**src/rtl/fetch_instr_queue.sv**
```systemverilog
// ---------------------------------------------------------------------------
// fetch_instr_queue
//   Decoupling FIFO between fetch and decode. Each valid fetch triple
//   {instruction, PC, PC+4} is captured and presented to decode in order.
//   Full_OUT back-pressures fetch (STALL); FLUSH discards every entry on a
//   commit-side redirect so no wrong-path instruction reaches decode.
//
// Ports
//   CLK           in   1        clock, all state updates on posedge
//   RESET         in   1        synchronous active-low reset
//   FLUSH         in   1        commit redirect, discard all entries
//   In_Valid      in   1        fetch presents a valid instruction
//   In_Instr      in   32       fetched instruction word
//   In_PC         in   32       address of fetched instruction
//   In_PC_Plus4   in   32       address of following instruction
//   Full_OUT      out  1        queue full, drives fetch STALL
//   Out_Valid     out  1        head entry valid for decode
//   Out_Instr     out  32       head instruction
//   Out_PC        out  32       head PC
//   Out_PC_Plus4  out  32       head PC+4
//   Out_Ready     in   1        decode accepts head this cycle
//   Count_OUT     out  PTR_W+1  occupancy, 0..DEPTH
//
// Build option
//   IFQ_BYPASS_EN  when defined, an instruction arriving at an empty queue is
//                  passed straight through to decode in the same cycle.
// ---------------------------------------------------------------------------
module fetch_instr_queue #(
   parameter int unsigned DEPTH = 8,
   parameter int unsigned PTR_W = 3
) (
   input  logic             CLK,
   input  logic             RESET,
   input  logic             FLUSH,
   input  logic             In_Valid,
   input  logic [31:0]      In_Instr,
   input  logic [31:0]      In_PC,
   input  logic [31:0]      In_PC_Plus4,
   output logic             Full_OUT,
   output logic             Out_Valid,
   output logic [31:0]      Out_Instr,
   output logic [31:0]      Out_PC,
   output logic [31:0]      Out_PC_Plus4,
   input  logic             Out_Ready,
   output logic [PTR_W:0]   Count_OUT
);

   localparam logic [PTR_W:0]   CNT_FULL = (PTR_W+1)'(DEPTH);
   localparam logic [PTR_W:0]   CNT_ONE  = (PTR_W+1)'(1);
   localparam logic [PTR_W-1:0] PTR_ONE  = PTR_W'(1);

   logic [95:0]      mem_q [DEPTH];
   logic [PTR_W-1:0] head_q, head_d;
   logic [PTR_W-1:0] tail_q, tail_d;
   logic [PTR_W:0]   count_q, count_d;

   logic empty;
   logic push;
   logic pop;
   logic wr_en;
   logic bypass;

   assign empty     = (count_q == '0);
   assign Full_OUT  = (count_q == CNT_FULL);
   assign Count_OUT = count_q;

   // Full is taken from the registered count only, so a pop in the same
   // cycle never frees a slot for the incoming instruction.
   assign push = In_Valid && !Full_OUT;
   assign pop  = !empty && Out_Ready;

`ifdef IFQ_BYPASS_EN
   assign bypass = empty && In_Valid && !FLUSH && RESET;
`else
   assign bypass = 1'b0;
`endif

   // A bypassed instruction that decode takes immediately is never stored.
   assign wr_en = push && !FLUSH && !(bypass && Out_Ready);

   always_comb begin
      head_d  = head_q;
      tail_d  = tail_q;
      count_d = count_q;
      if (FLUSH) begin
         head_d  = '0;
         tail_d  = '0;
         count_d = '0;
      end else begin
         if (wr_en) tail_d = tail_q + PTR_ONE;
         if (pop)   head_d = head_q + PTR_ONE;
         unique case ({wr_en, pop})
            2'b10:   count_d = count_q + CNT_ONE;
            2'b01:   count_d = count_q - CNT_ONE;
            default: count_d = count_q;
         endcase
      end
   end

   always_ff @(posedge CLK) begin
      if (!RESET) begin
         head_q  <= '0;
         tail_q  <= '0;
         count_q <= '0;
      end else begin
         head_q  <= head_d;
         tail_q  <= tail_d;
         count_q <= count_d;
      end
   end

   // Storage is never cleared; entries become unreachable once count is 0.
   always_ff @(posedge CLK) begin
      if (RESET && wr_en) begin
         mem_q[tail_q] <= {In_Instr, In_PC, In_PC_Plus4};
      end
   end

   // Head data is forced to zero while empty so stale or uninitialised
   // storage never reaches decode.
   always_comb begin
      Out_Valid    = !empty;
      Out_Instr    = '0;
      Out_PC       = '0;
      Out_PC_Plus4 = '0;
      if (bypass) begin
         Out_Valid    = 1'b1;
         Out_Instr    = In_Instr;
         Out_PC       = In_PC;
         Out_PC_Plus4 = In_PC_Plus4;
      end else if (!empty) begin
         {Out_Instr, Out_PC, Out_PC_Plus4} = mem_q[head_q];
      end
   end

endmodule

```
**config.mk**
```make
export PLATFORM = sky130hd
export DESIGN_NAME = fetch_instr_queue
export DESIGN_NICKNAME = d
export VERILOG_FILES = /design/src/rtl/fetch_instr_queue.sv
export SDC_FILE = /design/constraint.sdc
export NUM_CORES = 1
export LEC_CHECK = 0
export ABC_CLOCK_PERIOD_IN_PS = 9100
export CORE_MARGIN = 2
export CORE_UTILIZATION = 30
export CTS_BUF_LIST = sky130_fd_sc_hd__clkbuf_4 sky130_fd_sc_hd__clkbuf_8
export CTS_CLUSTER_SIZE = 14
export DETAILED_ROUTE_END_ITERATION = 16
export PLACE_DENSITY = 0.44
export SKIP_LAST_GASP = 1
export SLEW_MARGIN = 20
export SYNTH_ARGS = -nofsm -noshare
export SYNTH_HDL_FRONTEND = slang
export SYNTH_SLANG_ARGS = --single-unit
```
**constraint.sdc**
```tcl
create_clock -name CLK -period 9.1 [get_ports CLK]
set_input_delay 1.82 -clock CLK [delete_from_list [all_inputs] [get_ports CLK]]
set_output_delay 1.82 -clock CLK [all_outputs]
set_load 0.01 [all_outputs]
```
== Word-level counts from Yosys, hierarchy flattened ==
Memories as Yosys holds them, arrays and structs flattened. A register that Yosys moved wholly into a read port is not among the register bits.
Cells that the tools add are included.

* Equality and inequality tests: 3
* Mux-type cells: 8
* Add/sub/neg operators: 4
* Reduce and logical (&&, ||, !) cells: 10
* Bitwise logic cells: 1

{| class="wikitable"
|+ Operators with widths
! operator !! count
|-
| $mux W32 || 3
|-
| $pmux W4 S2 || 1
|-
| $add A3 B1 Y3 const B || 2
|-
| $mux W3 || 2
|-
| $add A4 B1 Y4 const B || 1
|-
| $eq A4 B4 Y1 const B || 1
|-
| $logic_and A1 B1 Y1 || 4
|-
| $logic_not A4 Y1 || 1
|-
| $sub A4 B1 Y4 const B || 1
|-
| $logic_not A1 Y1 || 3
|-
| $eq A2 B1 Y1 const B || 1
|-
| $eq A2 B2 Y1 const B || 1
|-
| $mux W1 || 2
|-
| $reduce_bool A2 Y1 || 1
|-
| $reduce_or A2 Y1 || 1
|-
| $not A1 Y1 || 1
|}

* Bits in writable memories: 768
* Memories: 1
* Logic and storage cells: 30
* Register bits after elaboration: 10
* Output and inout port bits: 102

{| class="wikitable"
|+ Memories
! memory !! words !! width !! read ports !! clocked after Yosys merged registers in !! wr ports !! RTL line !! text
|-
| mem_q || 8 || 96 || 1 || 1 || 1 || 52 || <nowiki>logic [95:0] mem_q [DEPTH];</nowiki>
|}

== Longest topological paths before layout ==
Gate-level depths: netlist of run 1.

* Depth after elaboration: 7
* Gate-level depth with buffers: 11

== Worst setup path after synthesis of run 1 ==
No wires, ideal clock.

* Path type: input -> register
* Start point: in FLUSH
* End point: mem mem_q[5][0] (enable)
* Path slack: -0.403 ns
* Arrival: 8.835 ns
* Required time: 8.432 ns
* Setup time: 0.668 ns
* Stages: 3
* Cells stage by stage: nor3b_2 -> nand2_1 -> nor3_1

* Cells in the longest elaborated chain, start to end: 5

{| class="wikitable"
|+ Ends and longest elaborated chain
! item !! RTL line !! text
|-
| start: declaration || 34 || <nowiki>input logic FLUSH,</nowiki>
|-
| $logic_not A1 Y1 || 79 || <nowiki>assign wr_en = push && !FLUSH && !(bypass && Out_Ready);</nowiki>
|-
| $logic_and A1 B1 Y1 || 79 ||
|-
| $logic_and A1 B1 Y1 || 114 || <nowiki>if (RESET && wr_en) begin</nowiki>
|-
| $mux W1 || 114 ||
|-
| $mux W1 (not written as such) || 115 || <nowiki>mem_q[tail_q] <= {In_Instr, In_PC, In_PC_Plus4};</nowiki>
|-
| end: declaration || 52 ||
|}

No other way between the ends.

==> impl_metrics.py, run 1 <==
metrics = {
    "worst_setup_path": {
        "cp-end-kind": "output port",
        "worst_path_largest_cell_delay_ns": 0.96,
        "worstPathMaxFanout": 139,
        "crit_buf_inv": 2,
        "critPathKind": "flop to output port",
        "critPathSlowestCell": "dfxtp_4",
        "required_ns": 7.28,
        "crit_family": "buffers and inverters",
        "worstSetupStartpointType": "flop",
        "cp_cell_sequence": "buf_12 > mux4_2 > mux2i_1 > nor2_1 > clkdlybuf4s50_1",
        "critPathArrivalTime_ns": 4.11,
    },
    "global_route": {
        "grt_pass1_wl_um": 103000,
        "track_usage": 0.139,
        "gr-total-overflow": 0,
        "grt_pass1_vias": 15600,
        "grt_max_degree": 140,
        "antenna_found_initial": 13,
    },
    "power_and_ir_drop": {
        "power_density_nw_per_um2": 202,
        "clkPwrFrac": 0.422,
        "switching_share": 0.212,
        "p_int_w": 0.00573,
        "p_comb_frac": 0.032,
        "ir_worst_vdd_v": 0.0000987,
        "p_leak_nw": 10.7,
        "p_seq_frac": 0.546,
        "switching_power_w": 0.00155,
    },
    "synth": {
        "synth_area_um2": 29900,
        "synth.avg_cell_area_um2": 23.1,
        "synth_cells": 1295,
        "ys_warn_count": 0,
        "synth-seq-cells": 781,
        "synth_nets": 1402,
        "ys_seq_area_frac": 0.779,
        "ys_types": 33,
    },
    "cells_and_area": {
        "nFillCells": 9176,
        "synthToLayoutAreaGrowth_pct": 20.2,
        "drive_above_1_share": 0.259,
        "final_cell_mix": "edfxtp_1 (768), clkdlybuf4s50_1 (202), mux4_2 (192)",
        "regArea_um2": 23300,
        "multiInputGateArea_um2": 6110,
        "finalNetCount": 1697,
        "layout_commonest_cell": "edfxtp_1",
    },
    "sta": {
        "rsz0062_at_grt": "no",
        "slew_violations": 0,
        "setup_viol": 0,
        "worstMarginPinSlew_ns": 0.992,
        "relSlewSlack": 0.338,
        "fin_crit_ns": 5.93,
        "hold_ws_ns": 0.505,
        "fmax_ghz": 0.169,
        "hold_violations": 0,
        "finalSetupTns_ns": 0,
        "final.period_utilization": 0.652,
        "fin_skew_ns": 0.0252,
    },
    "floorplan": {
        "fp.dieW_um": 320,
        "dieArea_um2": 102000,
        "io_pins": 203,
        "initial_core_util": 0.303,
        "rows": 115,
        "dieHeight_um": 320,
        "core_area_um2": 98700,
    },
    "clocking": {
        "clk_path_buf_depth": 3,
        "cts_tree": "done",
        "cts_buffers": 141,
        "htree_levels": 4,
        "postCtsSetupRepairBufs": 0,
        "clk_pin_slew_ns": 0.06,
        "cts-root-buf": "clkbuf_8",
        "cts.sinks": 781,
        "postCtsHoldBufs": 0,
        "cts.repair.resized": 0,
        "clk_latency_ns": 0.78,
    },
    "place": {
        "dp_hpwl_um": 33000,
        "port_buffers": 202,
        "place_congestion": 0.687,
    },
    "detailed_routing": {
        "first_pass_iters": 5,
        "drt_wl_total_um": 70200,
        "wl_per_cell_um": 23.5,
        "ant_nets": 0,
        "via_count": 14100,
        "drt_iter0_markers": 1017,
        "drcViolationCount": 0,
        "vias_per_cell": 4.72,
    },
    "run_status": {
        "status": "finished, final reports clean",
    },
    "hold_path": {
        "hp-class": "flop to flop",
    },
    "flow_run": {
        "maxCapViolCount": 0,
    },
}
## cells in the mapped netlist, drive strengths merged
master	number	area, um^2
and2	1	6.26
a211oi	1	7.51
nand2b	3	18.8
nor4	1	21.3
nand3	3	15.0
mux4	192	4320
nor3b	1	12.5
nor4bb	1	10.0
o21ai	1	5.00
and4b	1	10.0
buf	53	480
dfxtp	13	260
ha	5	62.6
xnor2	2	25.0
fa	1	20.0
nor2	112	420
o31ai	1	7.51
or3b	1	8.76
mux2i	98	981
nor4b	1	15.0
clkbuf	14	52.6
nand2	4	15.0
a21oi	4	20.0
inv	6	22.5
nor3	4	20.0
edfxtp	768	23100
xor2	3	26.3
## state kept, by name, summed over array words and instances (netlist names), named ones only
register	flops
Count_OUT	4
head_q	3
mem_q	768
tail_q	3
## metal layers
metal | up-vias | global-route usage | part of all wire
li1 | 6027 | - | -
met1 | 7574 | 0.189 | 0.46
met2 | 348 | 0.215 | 0.46
met3 | 118 | 0.0419 | 0.059
met4 | 18 | 0.0454 | 0.018
met5 | - | 0 | 0.0018
## kinds of logic (layout without fill, tap and decap cells)
logic type / Yosys count / after routing / share of synthesized area
simple gates: 133 / 133 / 0.0191
flops: 781 / 781 / 0.779
fa+ha+maj: 6 / 6 / 0.00276
other cells: 0 / 3 / 0
buf+inv: 73 / 474 / 0.0186
mux: 290 / 290 / 0.177
compound gates: 7 / 7 / 0.00134
xor+xnor: 5 / 5 / 0.00171
## worst register-to-register path, delay by kind of cell (launching register included)
family                 cells  cell delay, ns
buffers and inverters      1            0.81
DFF                        1            0.50
and+or+nand+nor            4            1.50
## per-stage QoR
step / instances / util / setup slack (ns) / total power, W / instance area (um^2)
global placement: 2734 / 0.338 / 3.87 / 0.00428 / 33300
detailed placement: 2734 / 0.338 / 3.90 / 0.00429 / 33300
CTS: 2983 / 0.364 / 2.97 / 0.00742 / 36000
floorplan: 1295 / - / -0.403 / 0.00414 / 29900
global route: 2985 / 0.364 / 2.91 / 0.00759 / 36000
finish: 2986 / 0.364 / 3.17 / 0.00727 / 36000
## worst paths after layout
path                                   from                     end  slack [ns]  cells past startpoint
setup / recovery                       flop        Out_PC_Plus4[23]        3.17                      5
hold / removal       tail_q[0]$_SDFFE_PP0P_  tail_q[0]$_SDFFE_PP0P_        0.51                      2
setup reg to reg  Count_OUT[0]$_SDFFE_PP0P_  mem_q[7][18]$_DFFE_PP_        5.86                      5
hold reg to reg      tail_q[0]$_SDFFE_PP0P_  tail_q[0]$_SDFFE_PP0P_        0.51                      2
## power groups by stage
stage / Sequential [W] / Clock (W) / Combinational [W]
floorplan: 0.00405 / 0 / 0.0000899
global placement: 0.00405 / 0 / 0.000235
detailed placement: 0.00405 / 0 / 0.000240
CTS: 0.00397 / 0.00320 / 0.000241
global route: 0.00397 / 0.00336 / 0.000256
finish: 0.00397 / 0.00307 / 0.000233
## cell type report
type                            instances  share of cell area
Sequential cell                       781               0.649
Multi-Input combinational cell        441               0.170
Clock buffer                          187              0.0641
Timing Repair Buffer                  219              0.0629
Tap cell                             1287              0.0448
Clock inverter                         62             0.00887
Inverter                                6            0.000626
Antenna cell                            3            0.000209
Note: power is estimated with default switching activity, not from simulation.
==> run 2: changes to the inputs <==
--- a/config.mk
+++ b/config.mk
@@ -5,13 +5,13 @@
 export SDC_FILE = /design/constraint.sdc
 export NUM_CORES = 1
 export LEC_CHECK = 0
-export ABC_CLOCK_PERIOD_IN_PS = 9100
+export ABC_CLOCK_PERIOD_IN_PS = 5700
 export CORE_MARGIN = 2
 export CORE_UTILIZATION = 30
 export CTS_BUF_LIST = sky130_fd_sc_hd__clkbuf_4 sky130_fd_sc_hd__clkbuf_8
 export CTS_CLUSTER_SIZE = 14
 export DETAILED_ROUTE_END_ITERATION = 16
-export PLACE_DENSITY = 0.44
+export PLACE_DENSITY = 0.42
 export SKIP_LAST_GASP = 1
 export SLEW_MARGIN = 20
 export SYNTH_ARGS = -nofsm -noshare
==> constraint.sdc (replaced) <==
create_clock -name CLK -period 5.7 [get_ports CLK]
set_input_delay 1.14 -clock CLK [delete_from_list [all_inputs] [get_ports CLK]]
set_output_delay 1.14 -clock CLK [all_outputs]
set_load 0.01 [all_outputs]
==> run 2 against run 1 <==
Net effect:
- global-route usage grew 0.27 points
- non-clock buffer count is 17 higher
- routed wire length up 2.5%
- flip-flop and latch count is the same
- core utilization is 0.31 points higher
- total power up 61%
- highest routed layer unchanged
==> impl_metrics.py, run 2 (synthesis results as in run 1) <==
metrics = {
    "run_status": {
        "status": "finished, final reports clean",
    },
    "detailed_routing": {
        "first_pass_iters": 5,
        "ant_nets": 0,
        "vias_per_cell": 4.66,
        "drcViolationCount": 0,
        "drt_wl_total_um": 72000,
        "via_count": 14000,
        "drt_iter0_markers": 973,
        "wl_per_cell_um": 24.0,
    },
    "hold_path": {
        "hold_end": "tail_q[0]$_SDFFE_PP0P_",
        "hold_start": "tail_q[0]$_SDFFE_PP0P_",
        "hold_depth": 2,
        "hp-class": "flop to flop",
    },
    "sta": {
        "fin_crit_ns": 4.77,
        "fmax_ghz": 0.210,
        "hold_ws_ns": 0.503,
        "rsz0062_at_grt": "no",
        "relSlewSlack": 0.275,
        "fin_skew_ns": 0.0281,
        "slew_violations": 0,
        "setup_viol": 0,
        "final.period_utilization": 0.836,
        "worstMarginPinSlew_ns": 1.08,
        "hold_violations": 0,
    },
    "place": {
        "port_buffers": 202,
        "dp_hpwl_um": 36400,
        "place_congestion": 0.673,
        "dp_cells": 2751,
        "placed_area_um2": 33600,
    },
    "cells_and_area": {
        "final_cell_mix": "edfxtp_1 (768), clkdlybuf4s50_1 (202), mux4_2 (192)",
        "largest_register": "mem_q",
        "finalNetCount": 1713,
        "synthToLayoutAreaGrowth_pct": 21.2,
        "largest_reg_flops": 768,
        "regArea_um2": 23300,
        "nFillCells": 9103,
        "drive_above_1_share": 0.261,
        "stdcell_count": 2999,
        "layout_commonest_cell": "edfxtp_1",
        "multiInputGateArea_um2": 6130,
        "final_design_area_no_fill_um2": 36300,
    },
    "clocking": {
        "clk_pin_slew_ns": 0.06,
        "cts-root-buf": "clkbuf_8",
        "cts_buffers": 140,
        "cts.sinks": 781,
        "cts.repair.resized": 0,
        "clk_latency_ns": 0.78,
        "htree_levels": 4,
        "postCtsSetupRepairBufs": 0,
        "clk_path_buf_depth": 3,
        "postCtsHoldBufs": 0,
        "cts_tree": "done",
    },
    "power_and_ir_drop": {
        "p_leak_nw": 10.8,
        "finalPower_w": 0.0117,
        "power_density_nw_per_um2": 324,
        "ir_worst_vdd_v": 0.000171,
    },
    "global_route": {
        "grt_pass1_vias": 15700,
        "grt_use_met1": 0.188,
        "antenna_found_initial": 11,
        "grt_pass1_wl_um": 105000,
        "gr-total-overflow": 0,
        "gr-usage-met3": 0.0399,
        "grtUsageMet2": 0.225,
        "track_usage": 0.142,
        "busiest_layer": "met2",
        "grt_max_degree": 98,
    },
    "worst_setup_path": {
        "crit_family": "flip-flops",
        "r2r_slack_ns": 2.67,
        "worstPathMaxFanout": 41,
        "ff2ff_path_depth": 5,
        "critPathSlowestCell": "dfxtp_4",
        "worst_path_largest_cell_delay_ns": 0.99,
        "cp_cell_sequence": "buf_4 > mux4_2 > mux2i_1 > nor2_1 > clkdlybuf4s50_1",
        "worstSetupStartpointType": "flop",
        "cp-end-kind": "output port",
        "r2r-start": "Count_OUT[0]$_SDFFE_PP0P_",
        "crit_buf_inv": 2,
        "r2r_end": "mem_q[7][58]$_DFFE_PP_",
        "critPathArrivalTime_ns": 3.63,
        "required_ns": 4.56,
        "critPathKind": "flop to output port",
    },
    "flow_run": {
        "maxCapViolCount": 0,
    },
    "floorplan": {
        "dieArea_um2": 102000,
        "rows": 115,
        "core_area_um2": 98700,
        "fp.dieW_um": 320,
        "io_pins": 203,
        "initial_core_util": 0.303,
        "dieHeight_um": 320,
    },
}
-- run 2: routing by layer --
| metal | vias up | part of all wire |
|---|---|---|
| li1 | 6043 | - |
| met1 | 7463 | 0.45 |
| met2 | 326 | 0.47 |
| met3 | 140 | 0.054 |
| met4 | 18 | 0.022 |
| met5 | - | 0.0016 |
-- run 2: power breakdown --
part	switching, W	internal (W)	total (W)
registers	0.0000102	0.00634	0.00635
logic	0.000200	0.000177	0.000377
clock network	0.00223	0.00279	0.00502
total	0.00244	0.00931	0.0117
-- run 2: layout make-up --
type | instances | area share
sequential | 781 | 0.643
tap | 1287 | 0.0444
inverter | 6 | 0.000621
antenna | 2 | 0.000138
timing repair buffer | 236 | 0.0690
clock buffer | 188 | 0.0648
multi-input combinational | 441 | 0.169
clock inverter | 58 | 0.00914
-- run 2: how the worst max path moves through the flow --
| stage | to | cells past startpoint | slack, ns |
|---|---|---|---|
| after floorplan | mem_q[0][0]$_DFFE_PP_ | 3 | -0.50 |
| after global placement | Out_PC[28] | 5 | 1.57 |
| after detailed placement | Out_PC[28] | 5 | 1.60 |
| after CTS | Out_PC[28] | 5 | 0.70 |
| after global routing | Out_PC[28] | 5 | 0.60 |
| final | Out_PC[30] | 5 | 0.93 |
-- run 2: metrics by stage --
stage | utilization | setup WS [ns] | TNS [ns]
6_report | 0.368 | 0.934 | 0
5_1_grt | 0.368 | 0.605 | 0
4_1_cts | 0.368 | 0.702 | 0
3_5_place_dp | 0.340 | 1.60 | 0
3_3_place_gp | 0.340 | 1.57 | 0
2_1_floorplan | - | -0.502 | -241.56
-- run 2: worst min-delay path, stage by stage, from the launching register on --
cell      delay (ns)
dfxtp_1         0.33
nand2b_1        0.07
a21oi_1         0.05
==> run 3: changes to the inputs <==
--- a/config.mk
+++ b/config.mk
@@ -5,13 +5,13 @@
 export SDC_FILE = /design/constraint.sdc
 export NUM_CORES = 1
 export LEC_CHECK = 0
-export ABC_CLOCK_PERIOD_IN_PS = 5700
+export ABC_CLOCK_PERIOD_IN_PS = 4100
 export CORE_MARGIN = 2
 export CORE_UTILIZATION = 30
 export CTS_BUF_LIST = sky130_fd_sc_hd__clkbuf_4 sky130_fd_sc_hd__clkbuf_8
 export CTS_CLUSTER_SIZE = 14
 export DETAILED_ROUTE_END_ITERATION = 16
-export PLACE_DENSITY = 0.42
+export PLACE_DENSITY = 0.44
 export SKIP_LAST_GASP = 1
 export SLEW_MARGIN = 20
 export SYNTH_ARGS = -nofsm -noshare
==> constraint.sdc (replaced) <==
create_clock -name CLK -period 4.1 [get_ports CLK]
set_input_delay 0.82 -clock CLK [delete_from_list [all_inputs] [get_ports CLK]]
set_output_delay 0.82 -clock CLK [all_outputs]
set_load 0.01 [all_outputs]
==> run 3 against run 2 <==
Net effect:
- non-clock buffer count grew 8
- worst hold slack gained 0.016 ns
- largest power group unchanged
- combinational power grew 42%
- total power grew 39%
- clock-buffer cell count grew 7
- sequential share of layout area shrank 0.38 points
- final cell count grew 0.23%
- final area grew 0.60%
- first-iteration DRC count shrank 15%
- clock power grew 39%
- register-to-register slack lost 1.5 ns
==> impl_metrics.py, run 3 (synthesis results as in run 1) <==
metrics = {
    "worst_setup_path": {
        "worstPathMaxFanout": 24,
        "critPathSlowestCell": "mux4_2",
        "cp-end-kind": "output port",
        "cp_cell_sequence": "buf_12 > buf_12 > mux4_2 > mux2i_1 > nor2_1 > clkdlybuf4s50_1",
        "cpMostUsedCell": "buf_12",
        "crit_family": "buffers and inverters",
        "worst_path_largest_cell_delay_ns": 0.53,
        "r2r-start": "Count_OUT[1]$_SDFFE_PP0P_",
        "worstSetupStartpointType": "flop",
        "critPathKind": "flop to output port",
        "critPathArrivalTime_ns": 3.08,
        "crit_buf_inv": 3,
        "required_ns": 3.28,
    },
    "sta": {
        "relSlewSlack": 0.518,
        "fmax_ghz": 0.256,
        "fin_crit_ns": 3.90,
        "slew_violations": 0,
        "setup_viol": 0,
        "rsz0062_at_grt": "yes",
        "worst_slack_ns": 0.198,
        "final.period_utilization": 0.952,
        "fin_skew_ns": 0.0236,
        "hold_violations": 0,
        "worstMarginPinSlew_ns": 0.717,
    },
    "power_and_ir_drop": {
        "finalPower_w": 0.0163,
        "p_leak_nw": 10.9,
        "power_density_nw_per_um2": 448,
        "ir_worst_vdd_v": 0.000246,
    },
    "clocking": {
        "cts.sinks": 781,
        "clk_pin_slew_ns": 0.05,
        "postCtsHoldBufs": 0,
        "clk_latency_ns": 0.80,
        "cts-root-buf": "clkbuf_8",
        "cts_buffers": 141,
        "htree_levels": 4,
        "clk_path_buf_depth": 3,
        "cts_tree": "done",
    },
    "cells_and_area": {
        "layout_commonest_cell": "edfxtp_1",
        "final_cell_mix": "edfxtp_1 (768), clkdlybuf4s50_1 (202), mux4_2 (192)",
        "largest_reg_flops": 768,
        "largest_register": "mem_q",
        "stdcell_count": 3006,
        "finalNetCount": 1722,
        "drive_above_1_share": 0.273,
        "synthToLayoutAreaGrowth_pct": 21.9,
        "nFillCells": 9115,
    },
    "floorplan": {
        "dieArea_um2": 102000,
        "dieHeight_um": 320,
        "io_pins": 203,
        "core_area_um2": 98700,
        "fp.dieW_um": 320,
        "rows": 115,
        "initial_core_util": 0.303,
    },
    "detailed_routing": {
        "drt_iter0_markers": 823,
        "vias_per_cell": 4.62,
        "drcViolationCount": 0,
        "drt_wl_total_um": 69700,
        "via_count": 13900,
        "wl_per_cell_um": 23.2,
        "ant_nets": 0,
        "first_pass_iters": 4,
    },
    "run_status": {
        "status": "finished, final reports clean",
    },
    "hold_path": {
        "hold_start": "tail_q[0]$_SDFFE_PP0P_",
        "hp-class": "flop to flop",
    },
    "global_route": {
        "grt_pass1_wl_um": 103000,
        "grt_max_degree": 70,
        "antenna_found_initial": 13,
        "track_usage": 0.138,
        "gr-total-overflow": 0,
        "grt_pass1_vias": 15600,
    },
    "place": {
        "port_buffers": 202,
        "preCtsSetupSlack_ns": 0.900,
        "dp_cells": 2758,
        "dp_hpwl_um": 37000,
        "place_congestion": 0.680,
    },
    "flow_run": {
        "maxCapViolCount": 0,
    },
}
run 3: cell count changes in the layout (fill, tap and decap cells not counted), sizes merged:
cell / previous run / this run
clkbuf: 188 / 196
clkinv: 49 / 35
bufinv: 3 / 2
inv: 9 / 13
clkinvlp: 3 / 4
diode: 2 / 4
buf: 34 / 41
run 3: stage by stage:
step | setup TNS, ns | hold WS [ns] | util | cell area [um^2]
2_1_floorplan | -322.00 | 0.476 | - | 30000
3_3_place_gp | 0 | 0.495 | 0.342 | 33800
3_5_place_dp | 0 | 0.505 | 0.342 | 33800
5_1_grt | -0.0155 | 0.545 | 0.370 | 36500
6_report | 0 | 0.520 | 0.370 | 36500
4_1_cts | 0 | 0.515 | 0.369 | 36500
run 3: area by class of cell:
| class | count | area [um^2] | area share |
|---|---|---|---|
| Sequential cell | 781 | 23300 | 0.639 |
| Multi-Input combinational cell | 441 | 6130 | 0.168 |
| Timing Repair Buffer | 244 | 2720 | 0.0744 |
| Clock buffer | 195 | 2380 | 0.0651 |
| Tap cell | 1287 | 1610 | 0.0441 |
| Clock inverter | 48 | 302 | 0.00826 |
| Inverter | 6 | 22.5 | 0.000617 |
| Antenna cell | 4 | 10.0 | 0.000274 |
run 3: power by group:
part / switching [W] / total [W] / internal (W) / leakage (nW)
registers: 0.00000978 / 0.00882 / 0.00881 / 7.03
clock network: 0.00313 / 0.00699 / 0.00386 / 1.42
logic: 0.000279 / 0.000534 / 0.000254 / 2.48
run 3: what timing repair did:
action                                  CTS  global route
hold endpoints to repair                  0             0
setup buffers                             0             0
endpoints found under the setup margin    3             2
gates resized for setup                   1             1
cloned                                    0             1
run 3: worst paths after layout:
path | to | slack, ns | cells after the start
hold reg to reg | tail_q[0]$_SDFFE_PP0P_ | 0.52 | 2
setup reg to reg | Count_OUT[3]$_SDFFE_PP0P_ | 1.17 | 10
hold / removal | tail_q[0]$_SDFFE_PP0P_ | 0.52 | 2
setup / recovery | Out_Instr[1] | 0.20 | 6
run 3: worst register-to-register path: cells and delay by family, from the launching register on:
kind,cells,cell delay (ns)
compound gates,2,0.19
simple gates,4,1.26
flops,1,0.40
buf+inv,2,0.34
fa+ha+maj,2,0.63
run 3: layer usage:
| metal | share of wire | wire [um] | track usage | vias to the layer above |
|---|---|---|---|---|
| met1 | 0.42 | 29600 | 0.167 | 7372 |
| met5 | 0.0017 | 119 | 0 | - |
| met3 | 0.048 | 3350 | 0.0368 | 139 |
| met2 | 0.50 | 35100 | 0.236 | 301 |
| met4 | 0.022 | 1560 | 0.0495 | 18 |
| li1 | - | - | - | 6067 |
